`config.mk`:
```
export PLATFORM = sky130hd
export DESIGN_NAME = wb_rr_arbiter
export DESIGN_NICKNAME = d
export VERILOG_FILES = /design/src/rtl/ecap5_dproc_pkg.sv /design/src/rtl/rr_priority_picker.sv /design/src/rtl/wb_rr_arbiter.sv
export SDC_FILE = /design/constraint.sdc
export NUM_CORES = 1
export LEC_CHECK = 0
export BUFFER_PORTS_ARGS = -buffer_cell sky130_fd_sc_hd__buf_2
export CAP_MARGIN = 20
export CORE_AREA = 3 3 162 164
export CTS_BUF_LIST = sky130_fd_sc_hd__clkbuf_2 sky130_fd_sc_hd__clkbuf_4 sky130_fd_sc_hd__clkbuf_8
export DETAILED_ROUTE_END_ITERATION = 8
export DIE_AREA = 0 0 165 167
export PLACE_DENSITY = 0.51
export SLEW_MARGIN = 25
export SYNTH_ARGS = -nofsm -noshare
export SYNTH_HDL_FRONTEND = slang
export SYNTH_SLANG_ARGS = --single-unit
```
`constraint.sdc`:
```
create_clock -name clk_i -period 1.8 [get_ports clk_i]
set_input_delay 0.09 -clock clk_i [delete_from_list [all_inputs] [get_ports clk_i]]
set_output_delay 0.09 -clock clk_i [all_outputs]
set_load 0.1 [all_outputs]
```
`src/rtl/ecap5_dproc_pkg.sv`:
```
// ============================================================================
//  Module   : ecap5_dproc_pkg
//  Brief    : Shared arbiter types and constants for the processor-side bus.
//  Revision : 1.0
// ============================================================================
`default_nettype none

package ecap5_dproc_pkg;

    typedef enum logic [0:0] {
        IDLE  = 1'b0,
        GRANT = 1'b1
    } arb_state_t;

    localparam int ARB_MAX_PORTS = 8;

    // Index width for an n-entry port vector (at least one bit).
    function automatic int idx_width(input int n);
        return (n > 1) ? $clog2(n) : 1;
    endfunction

endpackage

`default_nettype wire

```
`src/rtl/rr_priority_picker.sv`:
```
// ============================================================================
//  Module   : rr_priority_picker
//  Brief    : Combinational round-robin picker: first request at or after prio_i.
//  Revision : 1.0
// ============================================================================
`default_nettype none

module rr_priority_picker
    import ecap5_dproc_pkg::*;
#(
    parameter int NPORTS = 3
)(
    input  logic [NPORTS-1:0]              req_i,
    input  logic [idx_width(NPORTS)-1:0]   prio_i,
    output logic [idx_width(NPORTS)-1:0]   grant_o,
    output logic                           valid_o
);

    localparam int IDX_W = idx_width(NPORTS);

    logic [IDX_W-1:0] w_idx;

    // Walk from the farthest offset back to prio_i so the nearest request wins.
    always_comb begin
        grant_o = '0;
        valid_o = 1'b0;
        w_idx   = '0;
        for (int i = NPORTS - 1; i >= 0; i--) begin
            w_idx = IDX_W'((int'(prio_i) + i) % NPORTS);
            if (req_i[w_idx]) begin
                grant_o = w_idx;
                valid_o = 1'b1;
            end
        end
    end

endmodule

`default_nettype wire

```
`src/rtl/wb_rr_arbiter.sv`:
```
// ============================================================================
//  Module   : wb_rr_arbiter
//  Brief    : N-port Wishbone B4 pipelined round-robin arbiter with bounded
//             outstanding tracking. ECAP5_DPROC_ARB_BURST_LIMIT_EN adds a
//             per-grant strobe limit of MAX_BURST.
//  Revision : 1.0
// ============================================================================
`default_nettype none

module wb_rr_arbiter
    import ecap5_dproc_pkg::*;
#(
    parameter int NPORTS          = 3,
    parameter int MAX_OUTSTANDING = 4,
    parameter int MAX_BURST       = 8
)(
    input  logic                 clk_i,
    input  logic                 rst_i,
    input  logic [NPORTS*32-1:0] s_wb_adr_i,
    input  logic [NPORTS*32-1:0] s_wb_dat_i,
    output logic [NPORTS*32-1:0] s_wb_dat_o,
    input  logic [NPORTS-1:0]    s_wb_we_i,
    input  logic [NPORTS*4-1:0]  s_wb_sel_i,
    input  logic [NPORTS-1:0]    s_wb_stb_i,
    input  logic [NPORTS-1:0]    s_wb_cyc_i,
    output logic [NPORTS-1:0]    s_wb_ack_o,
    output logic [NPORTS-1:0]    s_wb_stall_o,
    output logic [31:0]          m_wb_adr_o,
    output logic [31:0]          m_wb_dat_o,
    output logic                 m_wb_we_o,
    output logic [3:0]           m_wb_sel_o,
    output logic                 m_wb_stb_o,
    output logic                 m_wb_cyc_o,
    input  logic [31:0]          m_wb_dat_i,
    input  logic                 m_wb_ack_i,
    input  logic                 m_wb_stall_i
);

    localparam int               IDX_W     = idx_width(NPORTS);
    localparam int               OUT_W     = $clog2(MAX_OUTSTANDING + 1);
    localparam logic [OUT_W-1:0] OUT_MAX   = OUT_W'(MAX_OUTSTANDING);
    localparam logic [IDX_W-1:0] LAST_PORT = IDX_W'(NPORTS - 1);

    arb_state_t       state_q, state_d;
    logic [IDX_W-1:0] grant_q, grant_d;
    logic [IDX_W-1:0] prio_q, prio_d;
    logic [OUT_W-1:0] outstanding_q, outstanding_d;

    logic [IDX_W-1:0] w_pick;
    logic             w_pick_valid;
    logic             w_own_cyc;
    logic             w_full;
    logic             w_limit;
    logic             w_accept;

    logic [31:0] w_adr [NPORTS];
    logic [31:0] w_dat [NPORTS];
    logic [3:0]  w_sel [NPORTS];

    for (genvar k = 0; k < NPORTS; k++) begin : g_unpack
        assign w_adr[k] = s_wb_adr_i[32*k +: 32];
        assign w_dat[k] = s_wb_dat_i[32*k +: 32];
        assign w_sel[k] = s_wb_sel_i[4*k +: 4];
    end

    rr_priority_picker #(
        .NPORTS (NPORTS)
    ) u_picker (
        .req_i   (s_wb_cyc_i),
        .prio_i  (prio_q),
        .grant_o (w_pick),
        .valid_o (w_pick_valid)
    );

    assign w_own_cyc = s_wb_cyc_i[grant_q];
    assign w_full    = (outstanding_q == OUT_MAX);
    assign w_accept  = m_wb_stb_o & ~m_wb_stall_i;

`ifdef ECAP5_DPROC_ARB_BURST_LIMIT_EN
    localparam int BURST_W = $clog2(MAX_BURST + 1);

    logic [BURST_W-1:0] burst_q, burst_d;

    assign w_limit = (burst_q == BURST_W'(MAX_BURST));

    always_comb begin
        burst_d = burst_q;
        if (state_q != GRANT || !w_own_cyc) begin
            burst_d = '0;
        end else if (w_accept) begin
            burst_d = burst_q + 1'b1;
        end
    end

    always_ff @(posedge clk_i or posedge rst_i) begin
        if (rst_i) begin
            burst_q <= '0;
        end else begin
            burst_q <= burst_d;
        end
    end
`else
    // MAX_BURST only has meaning when the burst limit is compiled in.
    logic [31:0] w_unused_max_burst;
    assign w_unused_max_burst = 32'(MAX_BURST);
    assign w_limit            = 1'b0;
`endif

    always_ff @(posedge clk_i or posedge rst_i) begin
        if (rst_i) begin
            state_q       <= IDLE;
            grant_q       <= '0;
            prio_q        <= '0;
            outstanding_q <= '0;
        end else begin
            state_q       <= state_d;
            grant_q       <= grant_d;
            prio_q        <= prio_d;
            outstanding_q <= outstanding_d;
        end
    end

    always_comb begin
        state_d       = state_q;
        grant_d       = grant_q;
        prio_d        = prio_q;
        outstanding_d = outstanding_q;
        case (state_q)
            IDLE: begin
                if (w_pick_valid) begin
                    state_d = GRANT;
                    grant_d = w_pick;
                end
            end
            GRANT: begin
                // Dropping CYC abandons any late acks, so the tracker restarts.
                if (!w_own_cyc) begin
                    state_d       = IDLE;
                    prio_d        = (grant_q == LAST_PORT) ? '0 : grant_q + 1'b1;
                    outstanding_d = '0;
                end else if (w_accept && !m_wb_ack_i) begin
                    outstanding_d = outstanding_q + 1'b1;
                end else if (!w_accept && m_wb_ack_i && outstanding_q != '0) begin
                    outstanding_d = outstanding_q - 1'b1;
                end
            end
            default: state_d = IDLE;
        endcase
    end

    always_comb begin
        m_wb_adr_o   = '0;
        m_wb_dat_o   = '0;
        m_wb_we_o    = 1'b0;
        m_wb_sel_o   = '0;
        m_wb_stb_o   = 1'b0;
        m_wb_cyc_o   = 1'b0;
        s_wb_stall_o = '1;
        s_wb_ack_o   = '0;
        s_wb_dat_o   = '0;
        if (state_q == GRANT) begin
            m_wb_adr_o            = w_adr[grant_q];
            m_wb_dat_o            = w_dat[grant_q];
            m_wb_we_o             = s_wb_we_i[grant_q];
            m_wb_sel_o            = w_sel[grant_q];
            m_wb_cyc_o            = w_own_cyc;
            m_wb_stb_o            = w_own_cyc & s_wb_stb_i[grant_q] & ~w_full & ~w_limit;
            s_wb_stall_o[grant_q] = m_wb_stall_i | w_full | w_limit;
            s_wb_ack_o[grant_q]   = m_wb_ack_i;
            for (int k = 0; k < NPORTS; k++) begin
                if (IDX_W'(k) == grant_q) begin
                    s_wb_dat_o[32*k +: 32] = m_wb_dat_i;
                end
            end
        end
    end

endmodule

`default_nettype wire

```
After elaboration in Yosys (flattened, before gate mapping)
Cells that the tools add are included.
{ "totals": {"register_bits": 8, "inputBits": 249, "output_inout_bits": 173, "wordCells": 94} }
{ "classes": {"n_addsub": 5, "n_div": 3, "order_cmp": 6, "eq_ne": 5, "muxes": 48, "bitwise": 12, "reduce_logical": 11} }
{ "ops": {"columns": ["op", "n"], "rows": [
  ["two-way mux 32 bit", 9],
  ["binary-select mux 32 bit (select 2 bit)", 2],
  ["two-way mux 96 bit", 1],
  ["remainder unit 32 x 3 -> 32 bit (second input constant)", 2],
  ["remainder unit 3 x 3 -> 32 bit (second input constant)", 1],
  ["two-way mux 1 bit", 15],
  ["two-way mux 3 bit", 5],
  ["binary-select mux 1 bit (select 2 bit)", 6],
  ["less-than comparator 2 x 3 -> 1 bit (second input constant)", 4],
  ["two-way mux 4 bit", 3],
  ["binary-select mux 4 bit (select 2 bit)", 1],
  ["two-way mux 2 bit", 4],
  ["AND reduction 2 bit", 3],
  ["logical AND 1 bit", 4],
  ["inverter 1 bit", 4],
  ["adder 2 x 1 -> 3 bit (second input constant)", 1],
  ["adder 2 x 2 -> 3 bit (second input constant)", 1],
  ["adder 3 x 1 -> 3 bit (second input constant)", 1],
  ["bitwise AND 1 bit", 3],
  ["bitwise AND 3 bit", 1],
  ["equality test 3 bit (second input constant)", 1],
  [">= comparator 3 bit (second input constant)", 1],
  ["!= test 3 x 1 -> 1 bit (second input constant)", 1],
  ["inverter 2 -> 3 bit", 1],
  ["other kinds (14)", 15]
]} }

Depth between registers and ports, before layout
{ "logic_depth": {"depth_word": 12, "depth_mapped": 11, "depth_no_buf": 10} }

By module
Synthesis repeated with hierarchy kept, for this count alone.
{ "unflattened": {"hier_cells": 514, "hier_area_um2": 3388.2} }
{ "modules_own_cells": {"columns": ["module", "instances", "cells_per_inst", "area_each_um2", "seq_area_each_um2"], "rows": [
  ["wb_rr_arbiter", 1, 485, 3165.5, 200.2],
  ["rr_priority_picker", 1, 29, 222.7, 0.0]
]} }

Worst setup path after synthesis
OpenSTA, ideal clock, no wires.
{ "synth_timing": {"path_kind": "reg-to-reg", "start": "register grant_q[1]", "end": "register outstanding_q[2]", "setup_ns": 0.100, "arrival_time_ns": 3.412, "required_ns": 1.700, "path_slack_ns": -1.713, "path_stages_with_launch": 11, "n_path_buf": 1, "period_less_slack_ns": 3.513, "cell_sequence": "dfrtp_1 -> buf_2 -> inv_1 -> o21ai_1 -> a21oi_1 -> nand2_1 -> nor2_1 -> fa_1 -> nor3_2 -> a211o_1 -> a311oi_1"} }
{ "synth_via": {"elab_chain_len": 11, "elab_cells_between_ends": 16, "classes_between": "1 x eq/ne; 7 x mux; 3 x bitwise; 5 x reduce/logical"} }
{ "synth_lines": {"columns": ["element", "line_no", "rtl"], "rows": [
  ["start, declared", "wb_rr_arbiter.sv:45", "logic [IDX_W-1:0] grant_q, grant_d;"],
  ["start signal, assigned", "wb_rr_arbiter.sv:117", "grant_q <= grant_d;"],
  ["binary-select mux 1 bit (select 2 bit) (on tied branches)", "wb_rr_arbiter.sv:75, wb_rr_arbiter.sv:167", null],
  ["two-way mux 1 bit (on tied branches)", "wb_rr_arbiter.sv:75, wb_rr_arbiter.sv:167", null],
  ["bitwise AND 1 bit (2 in series)", "wb_rr_arbiter.sv:167", "m_wb_stb_o = w_own_cyc & s_wb_stb_i[grant_q] & ~w_full & ~w_limit;"],
  ["two-way mux 1 bit", "wb_rr_arbiter.sv:161", "if (state_q == GRANT) begin"],
  ["bitwise AND 1 bit", "wb_rr_arbiter.sv:77", "assign w_accept = m_wb_stb_o & ~m_wb_stall_i;"],
  ["zero test 1 bit", "wb_rr_arbiter.sv:143", "end else if (!w_accept && m_wb_ack_i && outstanding_q != '0) begin"],
  ["logical AND 1 bit (2 in series)", "wb_rr_arbiter.sv:143", null],
  ["!= test 3 x 1 -> 1 bit (no source line)", null, null],
  ["AND reduction 2 bit (no source line)", null, null],
  ["end signal, assigned", "wb_rr_arbiter.sv:119", "outstanding_q <= outstanding_d;"],
  ["end, declared", "wb_rr_arbiter.sv:47", "logic [OUT_W-1:0] outstanding_q, outstanding_d;"]
]} }
Several ways; a longest one is shown, not always the timed one. The select of a mux whose other input is x is not followed.
A chain may end at the register's enable or synchronous reset.

Final worst setup path
{ "layout_timing": {"start": "register grant_q[0]", "end": "register outstanding_q[2]"} }
Same word-level chain as after synthesis.

==> metrics.txt <==
Hold Vio Cnt, Final 0; antenna diode count 0; critical path's slowest cell dfrtp_4; sequential area share after synthesis 0.06128; Setup CP Type reg -> reg; f_max 497.9 MHz; Lkg Pwr 4.629 nW; Worst Hold Class in -> reg; detailed placer's ending HPWL 16470 um; Routed wire per std cell 18.26 um; area taken by multi-input logic gates 0.003755 mm2; # DRC 0; Worst Path Required 1.88 ns; Placer Congestion 0.8807; Setup Viol. Count Final 174; reg2reg start grant_q[0]; synthesized area per cell about 6.5 um2; run status finished with violations; worst skew pair latency ~0.23 ns; # H-tree levels 1; filler instances 2430; first-pass GRT wire length approximately 29000 um; HP Start s_wb_cyc_i[2]; Initial Utilization 0.1305; DRT Pass-1 Iters 4; antenna violations before repair 0; total number of yosys warnings 0; RSZ-0062 raised after global routing yes; failing checks setup timing; Async S/R FF share, synth 1.000; Critical Path Source grant_q[0]; PD cells between 2000 and 2500 mW/mm2; Core Region around 0.025 mm2; Crit path largest cell delay between 0.5 and 0.6 ns; root buffer cell clkbuf_8; CTS tree built; Register Area ~210 um2; register bit total from synthesis 8; CTS Buf Count 3; # rows 58; Die W 165 um; Hold Crit Depth 3; post-route setup slack -0.2084 ns; buffer and inverter count on the worst path 0; Layout Nets approximately 1.2k; vias in the first global route around 5.3k; Worst-Margin Slew 0.7183 ns; clk buf depth 2; dpl ws -0.2297 ns; crit-path max FO 6; vias post-DR 5474; Worst path top cell family by delay flip-flops; Slew Limit Fails 0; crit-path cells mux2i_4, o2bb2ai_4, nand2_2, nor2_2, fa_2, o211ai_1, a21oi_1, nor3_1, a311oi_2; global route overflow 0; DP Cell Count about 1.2k; synthesized net count roughly 760; minimum clock period 2.008 ns; Main synth FF type dfrtp_1; largest net degree at the start of global routing approximately 110; Die Footprint 0.02756 mm2; Final Core Density 0.4100; Boundary Pins between 400 and 500; R2R depth 9; number of distinct library cells after synthesis 38; number of routed nets with antenna violations 0; Slew headroom 0.5161; CP Capture Type flip-flop; Die H roughly 170 um; # port buffers 421; worst path arrival time 2.09 ns; area grow syn2layout 214.2%; WP depth 9; final wirelength 23360 um; drt initial violations 166; VDD IR max 0.001193 V; vias per inst 4.280; Sink Count 8; layout cells sized above 1 0.7987; Post-Synthesis Cells between 500 and 600; Mapped Area 0.003267 mm2; Post-synth EDFFs 0; CP Launch Type flip-flop; total track usage 0.1330; fin crit share 1.116; Worst-path clk slew about 0.050 ns; final std cells w/o fill 1279; Clock Skew 0.003008 ns; Max-cap violations 0
==> registers in the layout, summed over array words and instances, names as in the netlist <==
| register | cells |
|---|---|
| outstanding_q | 3 |
| grant_q | 2 |
| prio_q | 2 |
| state_q | 1 |
==> cells by family after synthesis <==
kind of cell / share of synthesized area
flip-flops: 0.06128
adder cells (fa/ha/maj): 0.01685
AND/OR/NAND/NOR: 0.4462
buffers and inverters: 0.08272
AO/OA/AOI/OAI: 0.1624
multiplexers: 0.2306
==> where the power goes <==
part / total [W] / internal (W) / switching, W / leakage [nW]
Combinational: 0.0221 / 0.00866 / 0.0135 / 4.50
Clock: 0.000250 / 0.000169 / 0.0000809 / 0.0262
Sequential: 0.000359 / 0.000262 / 0.0000970 / 0.0989
Total: 0.0228 / 0.00909 / 0.0137 / 4.63
==> stage by stage <==
stage                     hold slack [ns]  cell area [um2]  total power, W  TNS (ns)
after CTS                          0.1754             9120         0.02089    -13.83
final                              0.1856            10260         0.02275    -19.61
after global routing               0.2132            10260         0.02354    -31.18
after global placement            0.07439             8728         0.01973   -0.3232
after floorplan                  -0.09434             3512         0.01266    -1.368
after detailed placement          0.07986             8728         0.01980   -0.5669
==> cell usage in the layout (no fill, tap or decap), types with 4 or more instances in the layout <==
cell and count:
nand2_1 43, buf_8 5, o21ai_1 34, a21oi_1 7, and3_2 24, mux2i_1 67
and2_4 66, clkbuf_16 12, o21ai_0 9, nand2_2 24, buf_4 22, dfrtp_1 5
mux2i_2 4, inv_1 7, buf_6 14, and3_4 76, buf_12 188, o21ai_2 31
buf_2 248, nand2_4 8
==> metal layers <==
| metal | vias to the layer above | routed length (um) | track usage |
|---|---|---|---|
| met4 | 0 | 137 | 0.01240 |
| met2 | 227 | 12730 | 0.2610 |
| met3 | 12 | 1442 | 0.02114 |
| met5 | - | 0 | 0 |
| li1 | 2668 | - | - |
| met1 | 2567 | 9051 | 0.1532 |
==> worst paths after layout <==
check,slack (ns),end
min in group asynchronous,0.39,state_q
max in group asynchronous,1.10,grant_q[0]
hold reg to reg,0.53,prio_q[0]
setup reg to reg,-0.21,outstanding_q[2]
hold / removal,0.19,grant_q[1]
setup / recovery,-0.21,outstanding_q[2]
==> repair_timing <==
action | 4_1_cts | 5_1_grt
buffers inserted | 8 | 11
gates cloned | 3 | 19
hold buffers | 1 | 0
resized for setup | 104 | 235
pin swaps | 4 | 41
endpoints found under the setup margin | 172 | 171
endpoints found under the hold margin | 8 | 0
==> worst reg2reg max path: stages, from the launching register on <==
cell and delay, ns:
dfrtp_4 0.53, mux2i_4 0.31, o2bb2ai_4 0.10, nand2_2 0.07
nor2_2 0.04, fa_2 0.36, o211ai_1 0.11, a21oi_1 0.06
nor3_1 0.22, a311oi_2 0.07
==> layout make-up <==
type                            instances  area share
Timing Repair Buffer                  493      0.5646
Multi-Input combinational cell        435      0.3658
Tap cell                              330     0.04022
Sequential cell                         8     0.02036
Clock buffer                            4    0.004754
Inverter                                9    0.004266
==> cell usage after synthesis (all sizes together), types with 4 or more instances <==
| library cell | n | area (um2) |
|---|---|---|
| nor2 | 7 | 26.28 |
| buf | 14 | 90.08 |
| inv | 9 | 33.78 |
| dfrtp | 8 | 200.2 |
| nand2 | 75 | 281.5 |
| clkbuf | 39 | 146.4 |
| nor3 | 4 | 25.02 |
| and2 | 69 | 431.7 |
| and3 | 100 | 626.9 |
| mux2i | 73 | 730.7 |
| a21oi | 9 | 48.80 |
| o21ai | 74 | 370.4 |
Power figures use the tool's default switching activity.
